### src/rtl/serial_result_collector_pkg.sv
// ---------------------------------------------------------------------------
// serial_result_collector_pkg
// Definitions shared between the adder datapath's serial output stage and
// the result collector that reassembles its frames.
//   DEFAULT_WIDTH    : bits per serial frame / result word
//   collectorState_t : receive FSM states (IDLE, SHIFT, PUSH)
// ---------------------------------------------------------------------------
package serial_result_collector_pkg;

    localparam int DEFAULT_WIDTH = 5;

    typedef enum logic [1:0] {
        IDLE  = 2'd0,
        SHIFT = 2'd1,
        PUSH  = 2'd2
    } collectorState_t;

endpackage

### src/rtl/result_fifo.sv
// ---------------------------------------------------------------------------
// result_fifo
// Synchronous FIFO buffering reassembled result words.
//   clk, reset : rising-edge clock, synchronous active-high reset
//   push       : write wrData this cycle (accepted if not full, or if full
//                and a pop happens in the same cycle)
//   pop        : remove the head word (ignored while empty)
//   wrData     : word to write
//   rdData     : head word, forced to zero while empty
//   full/empty : occupancy flags
//   count      : current occupancy, 0..DEPTH
// ---------------------------------------------------------------------------
module result_fifo #(
    parameter int WIDTH = 5,
    parameter int DEPTH = 4
) (
    input  logic                       clk,
    input  logic                       reset,
    input  logic                       push,
    input  logic                       pop,
    input  logic [WIDTH-1:0]           wrData,
    output logic [WIDTH-1:0]           rdData,
    output logic                       full,
    output logic                       empty,
    output logic [$clog2(DEPTH+1)-1:0] count
);

    localparam int PTR_W = $clog2(DEPTH);
    localparam int CNT_W = $clog2(DEPTH+1);

    logic [WIDTH-1:0] mem [DEPTH];
    logic [PTR_W-1:0] rdPtr;
    logic [PTR_W-1:0] wrPtr;
    logic             pushOk;
    logic             popOk;

    assign full   = (count == CNT_W'(DEPTH));
    assign empty  = (count == '0);
    // A full FIFO still takes a word when the head leaves in the same cycle:
    // the write lands in the slot being vacated.
    assign pushOk = push & (~full | pop);
    assign popOk  = pop & ~empty;
    assign rdData = empty ? '0 : mem[rdPtr];

    // NOTE: storage has no reset; emptiness is tracked by count and the read
    // port is masked while empty, so stale contents are never observable.
    always_ff @(posedge clk) begin
        if (pushOk) begin
            mem[wrPtr] <= wrData;
        end
    end

    // Pointers wrap naturally because DEPTH is a power of two.
    always_ff @(posedge clk) begin
        if (reset) begin
            rdPtr <= '0;
            wrPtr <= '0;
            count <= '0;
        end else begin
            if (pushOk) wrPtr <= wrPtr + PTR_W'(1);
            if (popOk)  rdPtr <= rdPtr + PTR_W'(1);
            unique case ({pushOk, popOk})
                2'b10:   count <= count + CNT_W'(1);
                2'b01:   count <= count - CNT_W'(1);
                default: count <= count;
            endcase
        end
    end

endmodule

### src/rtl/serial_result_collector.sv
// ---------------------------------------------------------------------------
// serial_result_collector
// Reassembles WIDTH-bit words from the adder's serial output stream, buffers
// them in a small FIFO and offers them on a valid/ready interface.
//   clk, reset   : rising-edge clock, synchronous active-high reset
//   serial_in    : one data bit per cycle while a frame is active
//   frame_start  : high together with bit 0 of a frame
//   out_data     : FIFO head word
//   out_valid    : FIFO non-empty
//   out_ready    : consumer takes out_data when out_valid & out_ready
//   fifo_count   : FIFO occupancy
//   busy         : a frame is being shifted in or pushed
//   overflow     : sticky, a completed word was dropped on a full FIFO
//   frame_err    : sticky, a frame was cut short by an early frame_start
//   clear_flags  : clears both sticky flags; a same-cycle set wins
// ---------------------------------------------------------------------------
module serial_result_collector
    import serial_result_collector_pkg::*;
#(
    parameter int WIDTH     = DEFAULT_WIDTH,
    parameter int DEPTH     = 4,
    parameter bit LSB_FIRST = 1'b1
) (
    input  logic                       clk,
    input  logic                       reset,
    input  logic                       serial_in,
    input  logic                       frame_start,
    output logic [WIDTH-1:0]           out_data,
    output logic                       out_valid,
    input  logic                       out_ready,
    output logic [$clog2(DEPTH+1)-1:0] fifo_count,
    output logic                       busy,
    output logic                       overflow,
    output logic                       frame_err,
    input  logic                       clear_flags
);

    localparam int                CNT_W    = $clog2(WIDTH);
    localparam logic [CNT_W-1:0]  LAST_BIT = CNT_W'(WIDTH - 1);
    localparam logic [CNT_W-1:0]  FIRST_DONE = CNT_W'(1);

    collectorState_t  state;
    collectorState_t  stateNext;
    logic [CNT_W-1:0] bitCount;
    logic [CNT_W-1:0] countNext;
    logic [WIDTH-1:0] shiftReg;
    logic [WIDTH-1:0] wordNext;
    logic             pushReq;
    logic             abortFrame;
    logic             popReq;
    logic             fifoFull;
    logic             fifoEmpty;
    logic             dropWord;

    // Writes bit b into the word position of serial bit k. The loop keeps
    // every index constant so no dynamic part-select is needed.
    function automatic logic [WIDTH-1:0] placeBit(
        input logic [WIDTH-1:0] word,
        input logic [CNT_W-1:0] k,
        input logic             b
    );
        logic [WIDTH-1:0] result;
        result = word;
        for (int i = 0; i < WIDTH; i++) begin
            if (( LSB_FIRST && i == int'(k)) ||
                (!LSB_FIRST && i == WIDTH - 1 - int'(k))) begin
                result[i] = b;
            end
        end
        return result;
    endfunction

    assign out_valid = ~fifoEmpty;
    assign popReq    = out_valid & out_ready;
    assign busy      = (state != IDLE);
    assign dropWord  = pushReq & fifoFull & ~popReq;

    // NOTE: every signal gets a default before the case so that paths which
    // leave it untouched hold the default rather than inferring a latch.
    always_comb begin
        stateNext  = state;
        countNext  = bitCount;
        wordNext   = shiftReg;
        pushReq    = 1'b0;
        abortFrame = 1'b0;
        unique case (state)
            IDLE: begin
                if (frame_start) begin
                    wordNext  = placeBit('0, '0, serial_in);
                    countNext = FIRST_DONE;
                    stateNext = SHIFT;
                end
            end
            SHIFT: begin
                if (frame_start) begin
                    // Early start: throw away the partial word and restart.
                    abortFrame = 1'b1;
                    wordNext   = placeBit('0, '0, serial_in);
                    countNext  = FIRST_DONE;
                end else begin
                    wordNext = placeBit(shiftReg, bitCount, serial_in);
                    if (bitCount == LAST_BIT) begin
                        countNext = '0;
                        stateNext = PUSH;
                    end else begin
                        countNext = bitCount + CNT_W'(1);
                    end
                end
            end
            PUSH: begin
                // shiftReg holds the finished word this cycle; a new frame
                // may start now and overwrite it at the edge.
                pushReq = 1'b1;
                if (frame_start) begin
                    wordNext  = placeBit('0, '0, serial_in);
                    countNext = FIRST_DONE;
                    stateNext = SHIFT;
                end else begin
                    countNext = '0;
                    stateNext = IDLE;
                end
            end
            default: begin
                stateNext = IDLE;
                countNext = '0;
            end
        endcase
    end

    // NOTE: non-blocking assignments for all registered state so every
    // register samples the pre-edge values regardless of statement order.
    always_ff @(posedge clk) begin
        if (reset) begin
            state     <= IDLE;
            bitCount  <= '0;
            shiftReg  <= '0;
            overflow  <= 1'b0;
            frame_err <= 1'b0;
        end else begin
            state     <= stateNext;
            bitCount  <= countNext;
            shiftReg  <= wordNext;
            overflow  <= (overflow  & ~clear_flags) | dropWord;
            frame_err <= (frame_err & ~clear_flags) | abortFrame;
        end
    end

    result_fifo #(
        .WIDTH (WIDTH),
        .DEPTH (DEPTH)
    ) u_result_fifo (
        .clk    (clk),
        .reset  (reset),
        .push   (pushReq),
        .pop    (popReq),
        .wrData (shiftReg),
        .rdData (out_data),
        .full   (fifoFull),
        .empty  (fifoEmpty),
        .count  (fifo_count)
    );

endmodule
### config.mk
export PLATFORM = sky130hd
export DESIGN_NAME = serial_result_collector
export DESIGN_NICKNAME = d
export VERILOG_FILES = /design/src/rtl/serial_result_collector_pkg.sv /design/src/rtl/result_fifo.sv /design/src/rtl/serial_result_collector.sv
export SDC_FILE = /design/constraint.sdc
export NUM_CORES = 1
export LEC_CHECK = 0
export BUFFER_PORTS_ARGS = -buffer_cell sky130_fd_sc_hd__buf_2
export CORE_UTILIZATION = 52
export CTS_CLUSTER_DIAMETER = 200
export DETAILED_ROUTE_END_ITERATION = 8
export GPL_TIMING_DRIVEN = 0
export PLACE_DENSITY = 0.78
export SYNTH_ARGS = -nofsm -noshare
export SYNTH_HDL_FRONTEND = slang
export SYNTH_SLANG_ARGS = --single-unit
### constraint.sdc
create_clock -name clk -period 2.2 [get_ports clk]
set_input_delay 0.22 -clock clk [delete_from_list [all_inputs] [get_ports clk]]
set_output_delay 0.22 -clock clk [all_outputs]
set_load 0.05 [all_outputs]
==> summary.md <==
| Metric | Value |
|---|---|
| Number of antenna violations at the first check in global routing | `0` |
| CTS buffer count | `5` |
| RSZ-0062 raised after global routing | `yes` |
| Syn Nets | `175` |
| DRC viols | `0` |
| Final period util | `slightly below 100%` |
| First-pass GRT wire length | `5.457 mm` |
| CTS Sinks | `41` |
| HPWL after DPL | `between 2 and 2.5 mm` |
| I/O pin cnt | `18` |
| Core Region | `0.003416 sq mm` |
| Hold Vio Cnt, Final | `0` |
| H-Tree Depth | `2` |
| Clock share of power | `34.6%` |
| Worst Setup Start Kind | `register` |
| Hold crit path type | `primary input to register` |
| Slew HR | `about two thirds` |
| Row count | `21` |
| WL final | `3.078 mm` |
| Internal power | `1.068 mW` |
| CTS tree | `yes` |
| Area added between synthesis and finish | `15.05%` |
| Clk Latency, worst-skew pair | `340 ps` |
| CP peak stage delay | `380 ps` |
| Cell at the root of the clock tree | `clkbuf_4` |
| Slowest CP cell | `dfxtp_4` |
| DRT antenna net count | `0` |
| Share of layout cells above drive strength 1 | `26.74%` |
| Flops & latches, synth | `41` |
| Gr ovfl total | `0` |
| Die X-Extent | `62.52 um` |
| Finished Layout Cells | `~230` |
| Warnings, synthesis | `0` |
| Final #Nets | `between 200 and 250` |
| Cell Area, Synth | `0.001904 sq mm` |
| Tot Pwr | `1.357 mW` |
| Initial Utilization | `between 50% and 60%` |
| Die area | `around 0.0039 sq mm` |
| Commonest cells after routing, fill and taps aside | `buf_2 (20), edfxtp_1 (20), dfxtp_1 (18), nor2_1 (11)` |
| Status | `finished, final reports clean` |
| Worst path cell trace | `nor4b_4 > nor3b_4 > inv_2 > ha_4 > inv_2 > fa_2 > xor2_2 > or3_1 > a21oi_2` |
| Yosys cell types | `31` |
| Placed Cells incl. Taps | `221` |
| Switching Share | `21.29%` |
| Pwr/cell area | `619.6 mW/mm^2` |
| Worst Max-Slew Pin Slew | `roughly 490 ps` |
| Switching pwr | `just under 0.3 mW` |
| Port bufs | `17` |
| Logic gate share of total power | `5.8%` |
| Clock slew at reported path FFs | `around 120 ps` |
| Placed Area | `0.002053 sq mm` |
| Cell count after synthesis | `about 160` |
| FMAX | `~470 MHz` |
| Leakage power | `between 0.8 and 0.9 nW` |
| Required time of the critical path | `2470 ps` |
| Most frequent CP cell | `inv_2` |
| Die Y | `62.52 um` |
| First-pass DRT Iterations | `4` |
| Clock buffer depth | `2` |
| Flop pwr share | `59.6%` |
| Leading post-synthesis cells by cell area | `edfxtp_1 (32%), dfxtp_1 (22%), ha_1 (6.6%), mux4_2 (5.9%), nand2b_1 (3.3%)` |
| Worst path arrival time | `between 2000 and 2500 ps` |
| Drt initial violations | `25` |
| Top delay family on crit path | `simple AND/OR/NAND/NOR gates` |
| Layout filler cell count | `267` |
| Vias | `about 1200` |
| Minimum clock period | `2125 ps` |
| Max VDD drop | `around 370 uV` |
| Global placement routability congestion | `approximately 0.79` |
| Max Cap Viol | `0` |
| Hold_buf cts | `0` |
| Via/cell ratio | `5.258` |
| Top cell type's share of synthesized area | `31.54%` |
| N_diodes | `0` |
| Crit Path Class | `register to register` |
| Leading area contributor after synthesis | `edfxtp_1` |
| Slew Limit Fails | `0` |
| Vias in the first global route | `1222` |
| Critical Path End Type | `register` |
| Setup Skew | `6.195 ps` |
| Post-route cell area | `0.002191 sq mm` |
| Bufs and invs on worst path | `2` |
| Gr usage total | `18.29%` |
| Worst-path fanout max | `5` |
| Per-cell routed wire length | `approximately 13 um` |
| Final setup violation count | `0` |
| Register area share after synthesis | `a little over half` |
| Mean Syn Cell Area | `12.05 sq um` |
| Pin count of the biggest net entering global routing | `14` |
==> worst min-delay path, stage by stage <==
cell	delay (ps)
buf_2	110
nand2b_1	60
mux2i_1	60
==> cell type report <==
| cell class | instances | area (sq um) | area share [%] |
|---|---|---|---|
| plain buffers | 7 | 30.03 | 1.371 |
| clock buffers | 5 | 37.54 | 1.713 |
| inverters | 11 | 41.29 | 1.885 |
| well taps | 46 | 57.56 | 2.627 |
| flip-flops and latches | 41 | 1030 | 47.00 |
| repair buffers | 21 | 115.1 | 5.254 |
| multi-input cells | 99 | 838.3 | 38.26 |
| clock inverters | 3 | 41.29 | 1.885 |
==> metrics by stage <==
stage / hold slack (ps) / util (%) / setup WS [ps] / TNS (ps)
CTS: 126.2 / 62.93 / 20.58 / 0
global route: 130.0 / 64.14 / -35.29 / -35.29
global placement: 454.6 / 60.11 / 40.59 / 0
detailed placement: 461.4 / 60.11 / -16.30 / -16.30
floorplan: 372.4 / - / 35.06 / 0
finish: 140.7 / 64.14 / 74.55 / 0
==> final timing paths <==
| path | cells past startpoint | slack [ps] | end | from |
|---|---|---|---|---|
| max | 9 | 70 | u_result_fifo.count[2]$_SDFFE_PP0P_ | u_result_fifo.count[1]$_SDFFE_PP0P_ |
| max reg2reg | 9 | 70 | u_result_fifo.count[2]$_SDFFE_PP0P_ | u_result_fifo.count[1]$_SDFFE_PP0P_ |
| min reg2reg | 2 | 480 | frame_err$_SDFF_PP0_ | frame_err$_SDFF_PP0_ |
| min | 3 | 140 | shiftReg[0]$_SDFFE_PP0P_ | serial_in |
==> metal layers <==
metal	global-route usage, %	wire, um	vias to the layer above
met5	0	0	-
li1	-	-	610
met4	10.17	71	0
met3	4.015	103	8
met1	20.34	1323	581
met2	32.20	1579	26
==> Yosys cell counts <==
library cell	number
fa_1	1
nor2b_1	7
clkbuf_1	4
dfxtp_1	21
a21oi_1	11
a31oi_1	1
o21ai_0	6
and2_1	4
nand2b_1	10
or2_2	1
mux2_4	1
inv_1	11
nor3b_4	1
edfxtp_1	20
nor3_2	1
a2bb2oi_1	3
mux4_2	5
nor2_1	11
nand3_1	3
or3_1	3
mux2i_1	6
nor3b_1	1
buf_2	3
nor4b_4	1
and4b_1	1
nand2_1	2
ha_1	10
o31ai_1	3
xor2_1	3
a211oi_1	1
nand3b_1	2
==> power groups by stage <==
| stage | Combinational (mW) | Sequential [mW] | Clock [mW] |
|---|---|---|---|
| 6_report | 0.0783 | 0.809 | 0.470 |
| 4_1_cts | 0.0789 | 0.809 | 0.488 |
| 3_3_place_gp | 0.0752 | 0.827 | 0 |
| 2_1_floorplan | 0.0548 | 0.828 | 0 |
| 3_5_place_dp | 0.0784 | 0.828 | 0 |
| 5_1_grt | 0.0889 | 0.811 | 0.517 |
==> cells by family after synthesis <==
kind of cell,synth area share [%]
simple gates,16.03
flops,53.61
compound gates,7.753
buf+inv,3.745
mux,9.855
fa+ha+maj,7.622
xor+xnor,1.380
==> what timing repair did <==
action                     4_1_cts  5_1_grt
gates cloned                     0        0
setup buffers                    2        2
resized for setup                1        7
setup endpoints to repair        1        1
pin swaps                        2        6
==> flip-flops by register name (all words and copies together), names as in the netlist, named ones only <==
name and count:
u_result_fifo.mem 20, shiftReg 5, bitCount 3, u_result_fifo.count 3
state 2, u_result_fifo.rdPtr 2, u_result_fifo.wrPtr 2, frame_err 1
overflow 1
(Power assumes the default switching activity.)
